**src/rtl/fuzz_mix_pkg.sv**
```systemverilog
// Shared widths, field offsets and helpers for the fuzz_mix mixing datapath.
// Field offsets here define the layout of the packed status vector y and of S.
package fuzz_mix_pkg;

  localparam int A_W    = 18;
  localparam int B_W    = 14;
  localparam int C_W    = 10;
  localparam int D_W    = 21;
  localparam int S_W    = 101;
  localparam int Y_W    = 421;
  localparam int CNT_W  = 28;
  localparam int ACC_W  = 32;
  localparam int SUM_W  = 23;
  localparam int PROD_W = 24;

  localparam int Y_RAW_LSB = 358;
  localparam int Y_R_LSB   = 295;
  localparam int Y_S_LSB   = 194;
  localparam int Y_SD_LSB  = 93;
  localparam int Y_ACC_LSB = 61;
  localparam int Y_CNT_LSB = 33;
  localparam int Y_CHK_LSB = 1;
  localparam int Y_PAR_LSB = 0;

  localparam int S_MX_LSB   = 0;
  localparam int S_ROT_LSB  = 14;
  localparam int S_FLG_LSB  = 32;
  localparam int S_XR_LSB   = 36;
  localparam int S_PROD_LSB = 54;
  localparam int S_SUM_LSB  = 78;

  // Rotate-left of an A-width word via a doubled copy, so no wrap logic is needed.
  function automatic logic [A_W-1:0] rotl_a(input logic [A_W-1:0] a, input logic [3:0] n);
    logic [2*A_W-1:0] dbl;
    dbl = {a, a} << n;
    return dbl[2*A_W-1:A_W];
  endfunction

endpackage

```
**src/rtl/fuzz_mix_stage2.sv**
```systemverilog
// Combinational mixing stage: maps the captured operands r0..r3 onto the
// 101-bit vector S (sum, prod, xr, flags, rot, mx from MSB to LSB).
module fuzz_mix_stage2
  import fuzz_mix_pkg::*;
(
  input  logic [A_W-1:0] r0_i,
  input  logic [B_W-1:0] r1_i,
  input  logic [C_W-1:0] r2_i,
  input  logic [D_W-1:0] r3_i,
  output logic [S_W-1:0] s_o
);

  logic signed [SUM_W-1:0]  a_x, b_x, c_x, d_x, sum;
  logic signed [PROD_W-1:0] b_p, c_p, prod;
  logic signed [B_W-1:0]    c_m;
  logic                     b_gt_c;
  logic [3:0]               flags;

  always_comb begin
    a_x    = {{(SUM_W-A_W){1'b0}}, r0_i};
    b_x    = {{(SUM_W-B_W){r1_i[B_W-1]}}, r1_i};
    c_x    = {{(SUM_W-C_W){r2_i[C_W-1]}}, r2_i};
    d_x    = {{(SUM_W-D_W){r3_i[D_W-1]}}, r3_i};
    sum    = a_x + b_x + c_x + d_x;
    b_p    = {{(PROD_W-B_W){r1_i[B_W-1]}}, r1_i};
    c_p    = {{(PROD_W-C_W){r2_i[C_W-1]}}, r2_i};
    prod   = b_p * c_p;
    c_m    = {{(B_W-C_W){r2_i[C_W-1]}}, r2_i};
    b_gt_c = $signed(r1_i) > c_m;
    flags  = {r3_i[D_W-1], b_gt_c, r0_i == '0, r3_i[D_W-1:3] == r0_i};

    s_o = '0;
    s_o[S_SUM_LSB  +: SUM_W]  = sum;
    s_o[S_PROD_LSB +: PROD_W] = prod;
    s_o[S_XR_LSB   +: A_W]    = r0_i ^ r3_i[A_W-1:0];
    s_o[S_FLG_LSB  +: 4]      = flags;
    s_o[S_ROT_LSB  +: A_W]    = rotl_a(r0_i, r2_i[3:0]);
    s_o[S_MX_LSB   +: B_W]    = b_gt_c ? r1_i : c_m;
  end

endmodule

```
**src/rtl/fuzz_mix_datapath.sv**
```systemverilog
// Two-stage mixing datapath with accumulator, checksum and cycle counter, packed into y.
// Define OUT_REG_EN to register y (one extra cycle of latency, reset value 0).
module fuzz_mix_datapath
  import fuzz_mix_pkg::*;
(
  input  logic           clk,
  input  logic           rst,
  input  logic [A_W-1:0] wire0,
  input  logic [B_W-1:0] wire1,
  input  logic [C_W-1:0] wire2,
  input  logic [D_W-1:0] wire3,
  output logic [Y_W-1:0] y
);

  logic [A_W-1:0]   r0_q, r0_d;
  logic [B_W-1:0]   r1_q, r1_d;
  logic [C_W-1:0]   r2_q, r2_d;
  logic [D_W-1:0]   r3_q, r3_d;
  logic [S_W-1:0]   s_q, s_d, sd_q, sd_d;
  logic [ACC_W-1:0] acc_q, acc_d, chk_q, chk_d;
  logic [CNT_W-1:0] cnt_q, cnt_d;
  logic [Y_W-1:0]   y_comb;

  fuzz_mix_stage2 u_stage2 (
    .r0_i (r0_q),
    .r1_i (r1_q),
    .r2_i (r2_q),
    .r3_i (r3_q),
    .s_o  (s_d)
  );

  always_comb begin
    r0_d  = wire0;
    r1_d  = wire1;
    r2_d  = wire2;
    r3_d  = wire3;
    sd_d  = s_q;
    acc_d = acc_q + {{(ACC_W-SUM_W){s_q[S_SUM_LSB+SUM_W-1]}}, s_q[S_SUM_LSB +: SUM_W]};
    chk_d = {chk_q[ACC_W-2:0], chk_q[ACC_W-1]} ^ {{(ACC_W-A_W){1'b0}}, s_q[S_XR_LSB +: A_W]};
    cnt_d = cnt_q + CNT_W'(1);
  end

  always_ff @(posedge clk or posedge rst) begin
    if (rst) begin
      r0_q  <= '0;
      r1_q  <= '0;
      r2_q  <= '0;
      r3_q  <= '0;
      s_q   <= '0;
      sd_q  <= '0;
      acc_q <= '0;
      chk_q <= '0;
      cnt_q <= '0;
    end else begin
      r0_q  <= r0_d;
      r1_q  <= r1_d;
      r2_q  <= r2_d;
      r3_q  <= r3_d;
      s_q   <= s_d;
      sd_q  <= sd_d;
      acc_q <= acc_d;
      chk_q <= chk_d;
      cnt_q <= cnt_d;
    end
  end

  always_comb begin
    y_comb = '0;
    y_comb[Y_RAW_LSB +: 63]    = {wire3, wire2, wire1, wire0};
    y_comb[Y_R_LSB   +: 63]    = {r3_q, r2_q, r1_q, r0_q};
    y_comb[Y_S_LSB   +: S_W]   = s_q;
    y_comb[Y_SD_LSB  +: S_W]   = sd_q;
    y_comb[Y_ACC_LSB +: ACC_W] = acc_q;
    y_comb[Y_CNT_LSB +: CNT_W] = cnt_q;
    y_comb[Y_CHK_LSB +: ACC_W] = chk_q;
    y_comb[Y_PAR_LSB]          = ^s_q;
  end

`ifdef OUT_REG_EN
  logic [Y_W-1:0] y_q, y_d;

  always_comb y_d = y_comb;

  always_ff @(posedge clk or posedge rst) begin
    if (rst) y_q <= '0;
    else     y_q <= y_d;
  end

  assign y = y_q;
`else
  assign y = y_comb;
`endif

endmodule

```
**config.mk**
```make
export PLATFORM = sky130hd
export DESIGN_NAME = fuzz_mix_datapath
export DESIGN_NICKNAME = d
export VERILOG_FILES = /design/src/rtl/fuzz_mix_pkg.sv /design/src/rtl/fuzz_mix_stage2.sv /design/src/rtl/fuzz_mix_datapath.sv
export SDC_FILE = /design/constraint.sdc
export NUM_CORES = 1
export LEC_CHECK = 0
export ABC_AREA = 0
export CORE_MARGIN = 1.5
export CORE_UTILIZATION = 51
export DETAILED_ROUTE_END_ITERATION = 10
export DONT_BUFFER_PORTS = 1
export PLACE_DENSITY = 0.74
export SLEW_MARGIN = 20
export SYNTH_ARGS = -nofsm -noshare
export SYNTH_HDL_FRONTEND = slang
export SYNTH_SLANG_ARGS = --single-unit
```
**constraint.sdc**
```tcl
create_clock -name clk -period 9.7 [get_ports clk]
set_input_delay 0.485 -clock clk [delete_from_list [all_inputs] [get_ports clk]]
set_output_delay 0.485 -clock clk [all_outputs]
set_load 0.005 [all_outputs]
```
Word-level counts from Yosys, hierarchy flattened. Index checks and enable logic that the tools add are counted.

Bits in registers: 357. Input port bits: 65. Word-level logic and storage cells: 23.

$add $sub $neg: 5. Multipliers: 1. Magnitude comparators: 1. Equal/unequal tests: 1. Shifts and indexed selects: 1. Muxes and demuxes: 1. Bitwise gates (word level): 2. Reductions and logical operators: 2.

Operators with widths (count): parity 101 bit (1); << shifter 36 x 4 -> 36 bit (1); adder 32 bit (1); XOR 32 x 18 -> 32 bit (1); adder 28 x 1 -> 28 bit, second input constant (1); multiplier 14 x 10 -> 24 bit (1); adder 23 x 21 -> 23 bit (1); adder 20 x 10 -> 21 bit (1); adder 19 x 14 -> 20 bit (1); == test 18 bit (1); logical NOT 18 bit (1); XOR 18 bit (1); > comparator 14 x 10 -> 1 bit (1); 2-to-1 mux 14 bit (1).

Longest topological paths before layout.
Depth after elaboration: 3. Gate-level depth with buffers: 22.

Hierarchy. A second synthesis with hierarchy kept.

Cells, all modules: 1824. Area total of the unflattened synthesis: 21604.5 um^2.

Modules (own cells, without submodules): fuzz_mix_datapath (times used 1, cells an instance 870, area an instance 12763.5 um^2); fuzz_mix_stage2 (times used 1, cells an instance 954, area an instance 8841.0 um^2).

Worst setup path before layout. OpenSTA, ideal clock, no wires.

Path kind: reg-to-reg. Start point: reg r2_q[9]. End point: reg s_q[77]. Data arrival time: 5.814 ns. Data required time: 9.620 ns. Setup slack: 3.806 ns. Stages on the path, launching flop included: 20. Buffers on the path: 1. Clock period less this slack: 5.894 ns. Path through: dfrtp_1 inv_1 buf_1 nor2_1 fa_1 fa_1 fa_1 fa_1 inv_1 fa_1 inv_1 ha_1 a21oi_1 nor2b_1 a21o_1 a41o_1 o21a_1 a211o_1 a21oi_1 xnor2_1.

Word-level cells in the longest chain between the ends: 1.

Ends and longest elaborated chain: from (decl) (RTL line fuzz_mix_datapath.sv:17) `logic [C_W-1:0] r2_q, r2_d;`; from (signal assigned) (RTL line fuzz_mix_datapath.sv:57) `r2_q <= r2_d;`; multiplier 14 x 10 -> 24 bit (RTL line fuzz_mix_stage2.sv:27) `prod = b_p * c_p;`; net s_d[77] (RTL line fuzz_mix_datapath.sv:19) `logic [S_W-1:0] s_q, s_d, sd_q, sd_d;`; to (signal assigned) (RTL line fuzz_mix_datapath.sv:49) `s_q <= '0;`; to (signal assigned) (RTL line fuzz_mix_datapath.sv:59) `s_q <= s_d;`; to (decl) (RTL line fuzz_mix_datapath.sv:19).

The timed path passes the listed nets, and every way through them passes these cells.

Worst setup path in the final report. Ends and elaborated chain as after synthesis.

==> impl_results.md <==
* EDFF count, synth at 0
* Synthesis-to-layout area growth at 9.61%
* Vias post-DR at 14.3k
* Clock transition at path regs at roughly 60 ps
* Final hold vios at 0
* Site row count at 75
* Commonest non-fill, non-tap cells in the layout: dfrtp_1 (357), inv_1 (222), xnor2_1 (169)
* Clk_lat worst skew at roughly 560 ps
* Total grt overflow at 0
* Req. time, crit path at slightly above 10000 ps
* Cts repair resizes at 0
* Arr. time, crit path at ~6600 ps
* Async set-reset flop share out of synthesis at between 90% and 100%
* Clock share of power at about a fifth
* Final Setup Violations at 0
* Setup Buffers After CTS at 0
* Peak supply drop at roughly 0.00051 V
* Largest net degree at the start of global routing at approximately 160
* Port buffer count at 0
* R2r setup slk at approximately 3600 ps
* Worst Tran Pin Value at 1070 ps
* Worst hold path class: in -> async
* Num Clock Sinks at about 360
* Initial Util at 52.0%
* First-pass GRT wire length at between 90000 and 100000 µm
* Antenna violation net count after detailed routing at 0
* Instance area at placement at roughly 22000 µm²
* Max FO, Critical Path at 21
* Initial antenna violation count at 4
* Chip Width at ~210 µm
* Worst slew margin at between 20% and 30%
* Worst Skew at 19.0 ps
* Leading cell type in the layout, fill and taps excluded: dfrtp_1
* Routed length per instance at 24.0 µm
* F_max at 163 MHz
* Min Tclk post-route at 6120 ps
* Layout cell share with drive strength beyond 1 at approximately 7.0%
* Power Dens Cells at around 360 nW/µm²
* DR vias/cell at about 5.8
* Non-Filler Cell Area, Final at 24100 µm²
* Startpoint Class: register
* Sequential share of the synthesized area at approximately 41%
* Starting DRT DRC Count at between 1k and 1.5k
* Placer's final routability congestion estimate at 0.892
* CTS hold repair buffers at 64
* Synthesis-stage register bit count at 357
* GRT Util Overall at a little over a quarter
* Finished Core Util at a little under three fifths
* CTS Buf Count at 38
* TNS Setup at 0 ps
* Vias in the first global route at about 15k
* Netlist cell types at 66
* Max Cap Viol at 0
* Final Routed Wirelength at approximately 59000 µm
* WHS at approximately 330 ps
* Nets@finish at 2279
* CORE AREA at about 42000 µm²
* Syn Std Cell Area at roughly 22000 µm²
* Combinational share of power at 52.6%
* CTS Buffer Depth at 3
* Critical Path End Type: register
* Status: finished, final reports clean
* Sequential power share at 28.7%
* Root Buffer: clkbuf_16
* Die Span Y at 210 µm
* DRT Pass-1 Iters at 5
* Yosys warnings at 0
* P_leak at roughly 11 nW
* Syn Area/Cell at between 10 and 15 µm²
* Post-Synthesis Cells at between 1.5k and 2k
* RSZ-0062 raised after global routing: no
* Die area at around 44000 µm²
* Part of the cycle the worst path needs at a little over three fifths
* Ports at between 400 and 500
* Critical path class: reg -> reg
* CTS tree: done
* Fin. max-slew vios at 0
* NetSw at 3.65 mW
* Post-synth top flop: dfrtp_1
* Mapped Nets at approximately 2.3k
* Drc violations at 0
* Int Power at 4.95 mW
* Post-DP HPWL at between 40000 and 50000 µm
* Sw Ratio at 42.5%
* H-tree depth at 2
[routing by layer]
layer  vias up  share of wire (%)  global-route usage [%]
met4         0                3.8                    10.9
met2       721                 48                    45.1
met3       125                8.9                    6.67
met1      7239                 40                    35.1
li1       6235                  -                       -
met5         -                  0                       0
[synth_stat cells (3+ instances only)]
| master | number | area (µm²) |
|---|---|---|
| o21a_1 | 19 | 143 |
| nor3b_1 | 3 | 22.5 |
| buf_2 | 3 | 15.0 |
| buf_1 | 3 | 11.3 |
| a311oi_1 | 4 | 35.0 |
| nor3_1 | 17 | 85.1 |
| nand3_1 | 33 | 165 |
| or2_2 | 4 | 25.0 |
| inv_1 | 223 | 837 |
| a21o_1 | 31 | 233 |
| nor4_1 | 13 | 81.3 |
| mux2i_1 | 5 | 50.1 |
| fa_1 | 145 | 2900 |
| nor2b_1 | 11 | 68.8 |
| o21bai_1 | 15 | 113 |
| mux4_2 | 36 | 811 |
| and4_1 | 3 | 26.3 |
| a31o_2 | 5 | 43.8 |
| a31oi_1 | 9 | 56.3 |
| buf_4 | 78 | 586 |
| o21ai_0 | 38 | 190 |
| xnor2_1 | 169 | 1480 |
| a21oi_1 | 70 | 350 |
| nand4_1 | 8 | 50.1 |
| nor2_1 | 83 | 312 |
| mux2_2 | 9 | 101 |
| and3_1 | 17 | 106 |
| o31ai_1 | 4 | 30.0 |
| dfrtp_1 | 357 | 8930 |
| ha_1 | 158 | 1980 |
| a211o_1 | 5 | 43.8 |
| clkbuf_1 | 29 | 109 |
| nand2b_1 | 6 | 37.5 |
| and2_1 | 32 | 200 |
| nand2_1 | 114 | 428 |
| xor2_1 | 90 | 788 |
| o211ai_1 | 12 | 90.1 |
| a211oi_1 | 10 | 75.1 |
[flip-flops by register name (all words and copies together), names as in the netlist]
register and cells:
r2_q 10, r0_q 18, cnt_q 28, acc_q 32, chk_q 32, r3_q 21, r1_q 14, s_q 101
sd_q 101
[worst paths after layout]
kind / start / endpoint / cells past startpoint
min reg2reg: chk_q[27] / chk_q[28] / 0
max in group asynchronous: rst / s_q[75] / 5
min: rst / sd_q[51] / 2
min in group clk: chk_q[27] / chk_q[28] / 0
max: r2_q[9] / s_q[77] / 19
max reg2reg: r2_q[9] / s_q[77] / 19
[cells by family after synthesis]
family,Yosys count,share of synthesized area [%]
AOI/OAI and AO/OA,249,7.54
adders and majority gates,303,22.2
and+or+nand+nor,351,7.58
buffers and inverters,339,7.15
muxes,51,4.44
DFF,357,40.7
xor gates and xnor gates,259,10.3
[power by group through the flow]
stage	sequential (mW)	clock [mW]	combinational, mW
after floorplan	2.25	0	3.65
after global placement	2.50	0	4.37
after detailed placement	2.50	0	4.46
after CTS	2.48	1.64	4.53
after global routing	2.51	1.70	5.06
final	2.47	1.60	4.53
[stage by stage]
step,power (mW),instances,setup WS (ps)
6_report,8.60,2482,3580
5_1_grt,9.27,2482,3230
4_1_cts,8.65,2479,3600
3_5_place_dp,6.97,2346,3600
3_3_place_gp,6.87,2346,3720
2_1_floorplan,5.89,1909,3810
[worst max-delay path, cell delays in order (launching register included)]
cell	delay, ps
dfrtp_1	350
buf_4	240
inv_1	620
nor2_1	160
fa_1	540
fa_1	530
fa_1	520
fa_1	550
inv_1	60
fa_1	530
inv_1	40
ha_1	370
a21oi_1	170
nor2b_1	80
a21o_1	190
a41o_1	260
o21a_1	240
a211o_1	270
a21oi_1	180
xnor2_1	140
[area by class of cell]
| type | instances | area (µm²) |
|---|---|---|
| Multi-Input combinational cell | 1213 | 11400 |
| Clock buffer | 50 | 1070 |
| Antenna cell | 3 | 7.51 |
| Sequential cell | 357 | 8930 |
| Tap cell | 539 | 674 |
| Clock inverter | 19 | 334 |
| Fill cell | 3402 | 18200 |
| Inverter | 226 | 852 |
| Timing Repair Buffer | 75 | 736 |
Note: power is estimated with default switching activity, not from simulation.
